===== src/rtl/puf_pkg.sv =====
// rtl/puf_pkg.sv - shared types and constants for the PUF ring-oscillator scheduler
package puf_pkg;

  localparam int NRO_DEF = 9;
  localparam int CW_DEF  = 25;
  localparam int CHAL_W  = 6;

  typedef enum logic [2:0] {
    S_IDLE,
    S_SETTLE,
    S_MEASURE,
    S_CAPTURE,
    S_COMPARE,
    S_RESPOND
  } state_t;

endpackage


===== src/rtl/puf_ro_scheduler_if.sv =====
// rtl/puf_ro_scheduler_if.sv - challenge request / PUF response handshake bundle
interface puf_ro_scheduler_if #(
  parameter int NRO = puf_pkg::NRO_DEF
);
  import puf_pkg::*;

  logic [1:0]          req_valid;
  logic [2*CHAL_W-1:0] req_chal;
  logic [1:0]          req_ready;
  logic                rsp_valid;
  logic                rsp_ready;
  logic [NRO-2:0]      rsp_data;
  logic                rsp_id;
  logic [CHAL_W-1:0]   rsp_chal;

  modport master (
    output req_valid, req_chal, rsp_ready,
    input  req_ready, rsp_valid, rsp_data, rsp_id, rsp_chal
  );

  modport slave (
    input  req_valid, req_chal, rsp_ready,
    output req_ready, rsp_valid, rsp_data, rsp_id, rsp_chal
  );

endinterface


===== src/rtl/puf_rr_arb.sv =====
// rtl/puf_rr_arb.sv - two-way round-robin arbiter with one-hot grant
module puf_rr_arb (
  input  logic       clk,
  input  logic       rst,
  input  logic [1:0] req,
  input  logic       advance,
  output logic [1:0] gnt
);

  logic prio_q, prio_d;

  always_comb begin
    gnt = 2'b00;
    if (req[0] && (!prio_q || !req[1])) begin
      gnt = 2'b01;
    end else if (req[1]) begin
      gnt = 2'b10;
    end
  end

  // Priority goes to whichever requester was not just served.
  always_comb begin
    prio_d = prio_q;
    if (advance && (gnt != 2'b00)) begin
      prio_d = gnt[0];
    end
  end

  always_ff @(posedge clk) begin
    if (rst) begin
      prio_q <= 1'b0;
    end else begin
      prio_q <= prio_d;
    end
  end

endmodule


===== src/rtl/puf_ro_scheduler.sv =====
// rtl/puf_ro_scheduler.sv - sequences ROs per challenge, counts edges, emits pairwise-compare response
module puf_ro_scheduler
  import puf_pkg::*;
#(
  parameter int NRO        = NRO_DEF,
  parameter int CW         = CW_DEF,
  parameter int WINDOW     = 1000,
  parameter int SETTLE_CYC = 4
) (
  input  logic              clk,
  input  logic              rst,
  puf_ro_scheduler_if.slave bus,
  input  logic              abort,
  output logic              ro_en,
  output logic [CHAL_W-1:0] ro_chal,
  output logic [3:0]        ro_sel,
  output logic              ro_clr,
  input  logic [CW-1:0]     ro_cnt,
  output logic              busy
);

  localparam int TW = $clog2((WINDOW > SETTLE_CYC ? WINDOW : SETTLE_CYC) + 1);

  state_t            state_q, state_d;
  logic [3:0]        sel_q, sel_d;
  logic [TW-1:0]     cyc_q, cyc_d;
  logic [CHAL_W-1:0] chal_q, chal_d;
  logic              id_q, id_d;
  logic [NRO-2:0]    rdata_q, rdata_d;
  logic              rid_q, rid_d;
  logic [CHAL_W-1:0] rchal_q, rchal_d;
  logic [CW-1:0]     cnt_q [NRO];
  logic [NRO-2:0]    cmp;
  logic [1:0]        gnt;
  logic              idle, grant;

  assign idle  = (state_q == S_IDLE);
  assign grant = idle && !rst && (gnt != 2'b00);

  puf_rr_arb u_arb (
    .clk     (clk),
    .rst     (rst),
    .req     (bus.req_valid & {2{idle}}),
    .advance (grant),
    .gnt     (gnt)
  );

  always_comb begin
    cmp = '0;
    for (int k = 0; k < NRO - 1; k++) begin
      cmp[k] = cnt_q[k] > cnt_q[k+1];
    end
  end

  always_comb begin
    state_d = state_q;
    sel_d   = sel_q;
    cyc_d   = cyc_q;
    chal_d  = chal_q;
    id_d    = id_q;
    rdata_d = rdata_q;
    rid_d   = rid_q;
    rchal_d = rchal_q;
    case (state_q)
      S_IDLE: begin
        if (grant) begin
          chal_d  = gnt[1] ? bus.req_chal[2*CHAL_W-1:CHAL_W] : bus.req_chal[CHAL_W-1:0];
          id_d    = gnt[1];
          sel_d   = '0;
          cyc_d   = '0;
          state_d = S_SETTLE;
        end
      end
      S_SETTLE: begin
        if (cyc_q == TW'(SETTLE_CYC - 1)) begin
          cyc_d   = '0;
          state_d = S_MEASURE;
        end else begin
          cyc_d = cyc_q + TW'(1);
        end
      end
      S_MEASURE: begin
        if (cyc_q == TW'(WINDOW - 1)) begin
          cyc_d   = '0;
          state_d = S_CAPTURE;
        end else begin
          cyc_d = cyc_q + TW'(1);
        end
      end
      S_CAPTURE: begin
        if (sel_q == 4'(NRO - 1)) begin
          state_d = S_COMPARE;
        end else begin
          sel_d   = sel_q + 4'd1;
          state_d = S_SETTLE;
        end
      end
      S_COMPARE: begin
        rdata_d = cmp;
        rid_d   = id_q;
        rchal_d = chal_q;
        state_d = S_RESPOND;
      end
      S_RESPOND: begin
        if (bus.rsp_ready) begin
          sel_d   = '0;
          state_d = S_IDLE;
        end
      end
      default: state_d = S_IDLE;
    endcase
    // Abort drops the measurement; an already-published response is never withdrawn.
    if (abort && !(state_q inside {S_IDLE, S_RESPOND})) begin
      state_d = S_IDLE;
      sel_d   = '0;
      rdata_d = rdata_q;
      rid_d   = rid_q;
      rchal_d = rchal_q;
    end
  end

  always_ff @(posedge clk) begin
    if (rst) begin
      state_q <= S_IDLE;
      sel_q   <= '0;
      cyc_q   <= '0;
      chal_q  <= '0;
      id_q    <= 1'b0;
      rdata_q <= '0;
      rid_q   <= 1'b0;
      rchal_q <= '0;
    end else begin
      state_q <= state_d;
      sel_q   <= sel_d;
      cyc_q   <= cyc_d;
      chal_q  <= chal_d;
      id_q    <= id_d;
      rdata_q <= rdata_d;
      rid_q   <= rid_d;
      rchal_q <= rchal_d;
    end
  end

  always_ff @(posedge clk) begin
    if (rst) begin
      for (int i = 0; i < NRO; i++) begin
        cnt_q[i] <= '0;
      end
    end else if (state_q == S_CAPTURE) begin
      cnt_q[sel_q] <= ro_cnt;
    end
  end

  assign ro_en         = state_q inside {S_SETTLE, S_MEASURE, S_CAPTURE, S_COMPARE};
  assign ro_clr        = !(state_q inside {S_MEASURE, S_CAPTURE});
  assign ro_sel        = sel_q;
  assign ro_chal       = chal_q;
  assign busy          = !idle;
  assign bus.req_ready = grant ? gnt : 2'b00;
  assign bus.rsp_valid = (state_q == S_RESPOND);
  assign bus.rsp_data  = rdata_q;
  assign bus.rsp_id    = rid_q;
  assign bus.rsp_chal  = rchal_q;

endmodule


===== src/flat_wrapper.sv =====
// flat-port wrapper written by rule: the top's interface ports become plain ports
module puf_ro_scheduler_flat import puf_pkg::*;
#(
  parameter int NRO        = NRO_DEF,
  parameter int CW         = CW_DEF,
  parameter int WINDOW     = 1000,
  parameter int SETTLE_CYC = 4
)
  (clk, rst, abort, ro_en, ro_chal, ro_sel, ro_clr, ro_cnt, busy, bus_req_valid, bus_req_chal, bus_rsp_ready, bus_req_ready, bus_rsp_valid, bus_rsp_data, bus_rsp_id, bus_rsp_chal);
  puf_ro_scheduler_if #(.NRO(NRO)) bus_i ();
  input  logic clk;
  input  logic rst;
  input  logic abort;
  output logic ro_en;
  output logic [CHAL_W-1:0] ro_chal;
  output logic [3:0] ro_sel;
  output logic ro_clr;
  input  logic [CW-1:0] ro_cnt;
  output logic busy;
  input wire logic [$bits(bus_i.req_valid)-1:0] bus_req_valid;
  input wire logic [$bits(bus_i.req_chal)-1:0] bus_req_chal;
  input wire logic [$bits(bus_i.rsp_ready)-1:0] bus_rsp_ready;
  output wire logic [$bits(bus_i.req_ready)-1:0] bus_req_ready;
  output wire logic [$bits(bus_i.rsp_valid)-1:0] bus_rsp_valid;
  output wire logic [$bits(bus_i.rsp_data)-1:0] bus_rsp_data;
  output wire logic [$bits(bus_i.rsp_id)-1:0] bus_rsp_id;
  output wire logic [$bits(bus_i.rsp_chal)-1:0] bus_rsp_chal;
  assign bus_i.req_valid = bus_req_valid;
  assign bus_i.req_chal = bus_req_chal;
  assign bus_i.rsp_ready = bus_rsp_ready;
  assign bus_req_ready = bus_i.req_ready;
  assign bus_rsp_valid = bus_i.rsp_valid;
  assign bus_rsp_data = bus_i.rsp_data;
  assign bus_rsp_id = bus_i.rsp_id;
  assign bus_rsp_chal = bus_i.rsp_chal;
  puf_ro_scheduler #(.NRO(NRO), .CW(CW), .WINDOW(WINDOW), .SETTLE_CYC(SETTLE_CYC)) u_core (.clk(clk), .rst(rst), .bus(bus_i), .abort(abort), .ro_en(ro_en), .ro_chal(ro_chal), .ro_sel(ro_sel), .ro_clr(ro_clr), .ro_cnt(ro_cnt), .busy(busy));
endmodule

===== config.mk =====
export PLATFORM = sky130hd
export DESIGN_NAME = puf_ro_scheduler_flat
export DESIGN_NICKNAME = d
export VERILOG_FILES = /design/src/rtl/puf_pkg.sv /design/src/rtl/puf_ro_scheduler_if.sv /design/src/rtl/puf_rr_arb.sv /design/src/rtl/puf_ro_scheduler.sv /design/src/flat_wrapper.sv
export SDC_FILE = /design/constraint.sdc
export NUM_CORES = 1
export LEC_CHECK = 0
export CAP_MARGIN = 5
export CORE_ASPECT_RATIO = 1.2
export CORE_MARGIN = 2
export CORE_UTILIZATION = 55
export DETAILED_ROUTE_END_ITERATION = 10
export GPL_ROUTABILITY_DRIVEN = 0
export PLACE_DENSITY = 0.86
export SETUP_SLACK_MARGIN = 0.1
export SKIP_LAST_GASP = 1
export SYNTH_ARGS = -nofsm -noshare
export SYNTH_HDL_FRONTEND = slang
export SYNTH_SLANG_ARGS = --single-unit
export TNS_END_PERCENT = 10

===== constraint.sdc =====
create_clock -name clk -period 2.43 [get_ports clk]
set_input_delay 0.486 -clock clk [delete_from_list [all_inputs] [get_ports clk]]
set_output_delay 0.486 -clock clk [all_outputs]
set_load 0.01 [all_outputs]

==> metrics.csv, run 1 <==
metric,value,unit
outcome,"finished, final reports clean",
FF-to-FF path depth,7,
initial antenna violation count,0,
Skew-Pair Late Insertion Delay,0.55,ns
Net Sw Power,2.34,mW
Slew Limit Fails,0,
"Cell Area, Synth",15300,sq um
VDD IR-drop max,474,uV
placed inst area,16700,sq um
syn_area_per_cell,10.6,sq um
H-tree levels,1,
Residual DRC,0,
worst-path fanout max,3,
Critical Path Start Type,register,
top-count cell post-synth,edfxtp_1,
Hold Slack,0.462,ns
Clock Root Buffer,clkbuf_16,
final hold violations,0,
worst-path cell chain,nor3_4 -> inv_2 -> buf_4 -> clkdlybuf4s50_1,
Seq pwr share,0.502,
Clock Power Share,0.409,
PwrDens,583,nW/um^2
worst path required time,1.94,ns
DRT Pass-1 Iters,5,
top post-synthesis cells by count,"edfxtp_1, inv_1, and3_1, ha_1, a21oi_1",
Worst Hold Depth,2,
Synth top area share,0.441,
final setup fails,0,
largest cells by area after synthesis,"edfxtp_1, ha_1, and3_1",
largest net degree at the start of global routing,101,
"Clk pin slew, worst setup/hold paths",0.06,ns
Total Routing Usage GR,0.238,
Synth warnings,0,
Post-synth ARST share,0,
hold buffer count at CTS,0,
Comb pwr share,0.089,
post-synthesis net count,1690,
Synth Instances,1442,
drt via density,5.94,
drt first-iter violations,790,
clk_skew,0.0117,ns
Setup TNS,0,ns
P_int,7.92,mW
sw frac,0.228,
nature of the critical path endpoint,output port,
CTS tree,yes,
Max-slew headroom,0.372,
routed len/inst,18.1,um
first-pass GRT wire length,55.7,mm
share of layout cells above drive strength 1,0.0675,
fin crit period,2.29,ns
die width,156,um
number of global-route vias before repair,11800,
Yosys reg bits,265,
fin crit share,0.943,
Worst EP arrival,1.81,ns
Port Buffers,73,
count of cell types in the netlist,57,
max_cap viols,0,
DRT antenna net count,0,
Core Region,27300,sq um
largest area contributor in the netlist,edfxtp_1,
Final Instance Area,17600,sq um
Slowest Stage Delay on Critical Path,0.47,ns
"Top FF cell, synth",edfxtp_1,
Crit path buffers/inverters,3,
# IOs,74,
TritonCTS buffer count,27,
Site Rows,66,
Diodes inserted,0,
worst min-delay path category,reg2reg,
CP Depth,4,
Post-synth EDFFs,225,
Clock Sinks,265,
Chip Height,187,um
"CP delay by family, top",buffers and inverters,
worst-margin pin slew,0.943,ns
Worst path slowest cell,clkdlybuf4s50_1,
fmax,436,MHz
hpwl dp,25.0,mm
Layout area overhead,15.1,%
Clock Tree Buf Depth,3,
remaining global-route overflow,0,
unrepaired setup endpoints after global routing,yes,
final WL,34.3,mm
critical path class,reg2out,
Pleak,8.16,nW
initial core utilization,0.562,
Die ar.,29200,sq um
final net count,1783,
via count,11300,
post-synthesis sequential area ratio,0.494,
==> worst paths after layout <==
kind                                               end  slack, ns                   start
worst max-delay path                              busy       0.14       u_core.state_q[0]
worst max register to register     u_core.cnt_q[7][14]       0.14       u_core.state_q[0]
worst min register to register  u_core.bus.rsp_chal[2]       0.46  u_core.bus.rsp_chal[2]
worst min-delay path            u_core.bus.rsp_chal[2]       0.46  u_core.bus.rsp_chal[2]
==> metrics by stage <==
stage	setup WS, ns	total power [mW]	utilization	instances
after floorplan	0.00644	5.73	-	1442
after global placement	-0.153	6.06	0.612	1842
after detailed placement	-0.159	6.13	0.612	1842
after CTS	-0.0682	10.3	0.645	1892
after global routing	0.0558	10.6	0.646	1895
final	0.138	10.3	0.646	1895
==> cells by family (layout without fill, tap and decap cells) <==
group,Yosys count,after routing,synth area share
muxes,7,7,0.00466
adders and majority gates,205,205,0.168
xor gates and xnor gates,10,10,0.00572
and+or+nand+nor,485,485,0.177
DFF,265,265,0.494
AOI/OAI and AO/OA,204,204,0.0837
buffers and inverters,266,379,0.0678
==> state kept, by name, summed over array words and instances, names as in the netlist <==
name / cells
u_core.bus.rsp_chal: 6
u_core.bus.rsp_data: 8
u_core.bus.rsp_id: 1
u_core.cnt_q: 225
u_core.cyc_q: 10
u_core.id_q: 1
u_core.ro_chal: 6
u_core.ro_sel: 4
u_core.state_q: 3
u_core.u_arb.prio_q: 1
==> power groups by stage <==
stage | combinational [mW] | clock [mW] | sequential [mW]
after floorplan | 0.506 | 0 | 5.22
after global placement | 0.821 | 0 | 5.24
after detailed placement | 0.884 | 0 | 5.24
after CTS | 0.901 | 4.24 | 5.15
after global routing | 1.02 | 4.42 | 5.16
final | 0.913 | 4.20 | 5.15
==> layer usage <==
metal  part of all wire  track usage  wire length [um]
met5                  0            0                 0
met4              0.042        0.104              1460
met3              0.056       0.0288              1940
met2               0.53        0.445             18100
met1               0.37        0.267             12800
==> cell usage in the layout, fill, tap and decap left out, drive strengths merged, types with 7 or more instances in the layout <==
cell type / netlist / routed
edfxtp: 225 / 225
inv: 212 / 212
and3: 205 / 205
ha: 205 / 205
a21oi: 89 / 89
nand2: 74 / 74
clkdlybuf4s50: 0 / 68
nor2: 58 / 58
buf: 14 / 45
nand3: 42 / 42
dfxtp: 40 / 40
clkbuf: 40 / 37
nand4: 30 / 30
o21ai: 29 / 29
and2: 25 / 25
a21o: 23 / 23
nor4: 13 / 13
nor3: 12 / 12
nor2b: 9 / 9
o21bai: 9 / 9
clkinv: 0 / 9
a31oi: 8 / 8
a22oi: 7 / 7
a2111oi: 7 / 7
==> worst reg2reg max path: cells and delay by family, from the launching register on <==
family,cells,cell delay [ns]
flip-flops,1,0.40
AO/OA/AOI/OAI,1,0.20
buffers and inverters,4,0.74
AND/OR/NAND/NOR,2,0.63
==> cell type report <==
| class | instances | area (sq um) |
|---|---|---|
| Fill cell | 1977 | 9640 |
| Sequential cell | 265 | 7560 |
| Multi-Input combinational cell | 911 | 6730 |
| Timing Repair Buffer | 118 | 1210 |
| Inverter | 212 | 796 |
| Clock buffer | 35 | 746 |
| Tap cell | 340 | 425 |
| Clock inverter | 14 | 149 |
==> repair_timing <==
action,4_1_cts,5_1_grt
resized for setup,6,11
pin swaps,2,2
cloned,0,0
buffers inserted,1,3
setup endpoints to repair,5,123
Note: power is estimated with default switching activity, not from simulation.
==> run 2: changes to the inputs <==
- RECOVER_POWER: default -> 50
==> run 2 against run 1 <==
Effect of this change:
- sequential share of layout area increased by 0.15 points
- hold slack got worse by 0.0041 ns
- critical path type is now reg2reg
- power decreased by 0.17%
- global-route usage unchanged
- critical path depth increased by 3
- largest power group unchanged
==> metrics.csv, run 2 (same netlist as run 1, synthesis figures left out) <==
metric,value,unit
VDD IR-drop max,471,uV
share of layout cells above drive strength 1,0.0630,
DR top layer,met4,
Final Instance Area,17600,sq um
Core Region,27300,sq um
nature of the critical path endpoint,register,
first-pass GRT wire length,55.7,mm
most frequent cells in the layout,"edfxtp_1, inv_1, and3_1, ha_1, a21oi_1",
Final Non-Filler Cells,1895,
Worst path slowest cell,dfxtp_1,
DRT antenna net count,0,
"Most flops, register",u_core.cnt_q,
Max-slew headroom,0.370,
Chip Height,187,um
die width,156,um
wire length on met2,18.1,mm
worst-path cell chain,buf_4 -> inv_1 -> or2_1 -> nor4b_4 -> buf_6 -> a21o_1 -> buf_12,
Site Rows,66,
final WL,34.4,mm
Clock Root Buffer,clkbuf_16,
Slew Limit Fails,0,
worst-margin pin slew,0.945,ns
number of global-route vias before repair,11800,
Worst EP arrival,2.57,ns
placed inst area,16700,sq um
drt first-iter violations,830,
hpwl dp,25.0,mm
unrepaired setup endpoints after global routing,yes,
fin crit period,2.33,ns
worst-path fanout max,25,
final net count,1783,
fmax,428,MHz
critical path class,reg2reg,
Place WS,-0.159,ns
largest net degree at the start of global routing,101,
setup slack after layout,0.0952,ns
Port Buffers,73,
"commonest non-fill, non-tap cell in the layout",edfxtp_1,
worst path required time,2.67,ns
Skew-Pair Late Insertion Delay,0.55,ns
TritonCTS buffer count,27,
remaining global-route overflow,0,
Clock Tree Buf Depth,3,
"CP delay by family, top",buffers and inverters,
Layout area overhead,14.7,%
routed len/inst,18.1,um
fin crit share,0.961,
final setup fails,0,
final hold violations,0,
routed wl met3,1.89,mm
"Clk pin slew, worst setup/hold paths",0.06,ns
drt via density,5.97,
max_cap viols,0,
clk_skew,0.0133,ns
CTS tree,yes,
PwrDens,584,nW/um^2
initial antenna violation count,0,
DRT Pass-1 Iters,6,
Hold Slack,0.458,ns
Pleak,8.19,nW
Crit path buffers/inverters,4,
Slowest Stage Delay on Critical Path,0.41,ns
Total Routing Usage GR,0.238,
via count,11300,
Critical Path Start Type,register,
Diodes inserted,0,
worst min-delay path category,reg2reg,
# IOs,74,
Die ar.,29200,sq um
initial core utilization,0.562,
H-tree levels,1,
wl on met1,12.9,mm
max FFs per register,225,
hold buffer count at CTS,0,
placed cells,1842,
Clock Sinks,265,
Residual DRC,0,
outcome,"finished, final reports clean",
==> run 2: changes by cell type in the layout (fill, tap and decap cells not counted), sizes merged <==
cell,before,now
dlymetal6s2s,2,0
buf,45,40
clkdlybuf4s50,68,42
dlygate4sd3,0,26
clkbuf,37,43
clkdlybuf4s25,0,1
==> run 2: power by group <==
| group | internal [mW] | switching, mW |
|---|---|---|
| clock network | 2.47 | 1.73 |
| registers | 5.06 | 0.0855 |
| logic | 0.374 | 0.525 |
| total | 7.91 | 2.34 |
==> run 2: worst register-to-register path, stage by stage (launching register included) <==
cell and delay, ns:
dfxtp_1 0.41, buf_4 0.23, inv_1 0.14, or2_1 0.38
nor4b_4 0.26, buf_6 0.21, a21o_1 0.20, buf_12 0.20
==> run 2: layer usage <==
layer | track usage | vias to the layer above
met5 | 0 | -
met1 | 0.267 | 5404
met4 | 0.104 | 0
li1 | - | 5374
met2 | 0.445 | 422
met3 | 0.0288 | 117
==> run 2: per-stage QoR <==
step                      utilization  TNS, ns  power [mW]
after floorplan                     -        0        5.73
after global placement          0.612   -0.153        6.06
after detailed placement        0.612   -0.178        6.13
after CTS                       0.645  -0.0682        10.3
after global routing            0.644        0        10.6
final                           0.644        0        10.2
==> run 2: layout make-up <==
type / count / area (sq um)
clock buffer: 35 / 746
multi-input combinational: 911 / 6720
timing repair buffer: 118 / 1160
tap: 340 / 425
clock inverter: 14 / 149
sequential: 265 / 7560
inverter: 212 / 796
fill: 1990 / 9700
==> run 2: final timing paths <==
check	startpoint	end	slack [ns]	cells past startpoint
setup reg to reg	u_core.state_q[0]	u_core.cnt_q[7][14]	0.1	7
setup / recovery	u_core.state_q[0]	u_core.cnt_q[7][14]	0.1	7
hold reg to reg	u_core.bus.rsp_chal[2]	u_core.bus.rsp_chal[2]	0.46	2
hold / removal	u_core.bus.rsp_chal[2]	u_core.bus.rsp_chal[2]	0.46	2
==> run 2: what timing repair did <==
| item | in CTS | in global routing |
|---|---|---|
| pin swaps | 2 | 2 |
| resized for setup | 6 | 11 |
| endpoints found under the setup margin | 5 | 123 |
| buffers inserted | 1 | 3 |
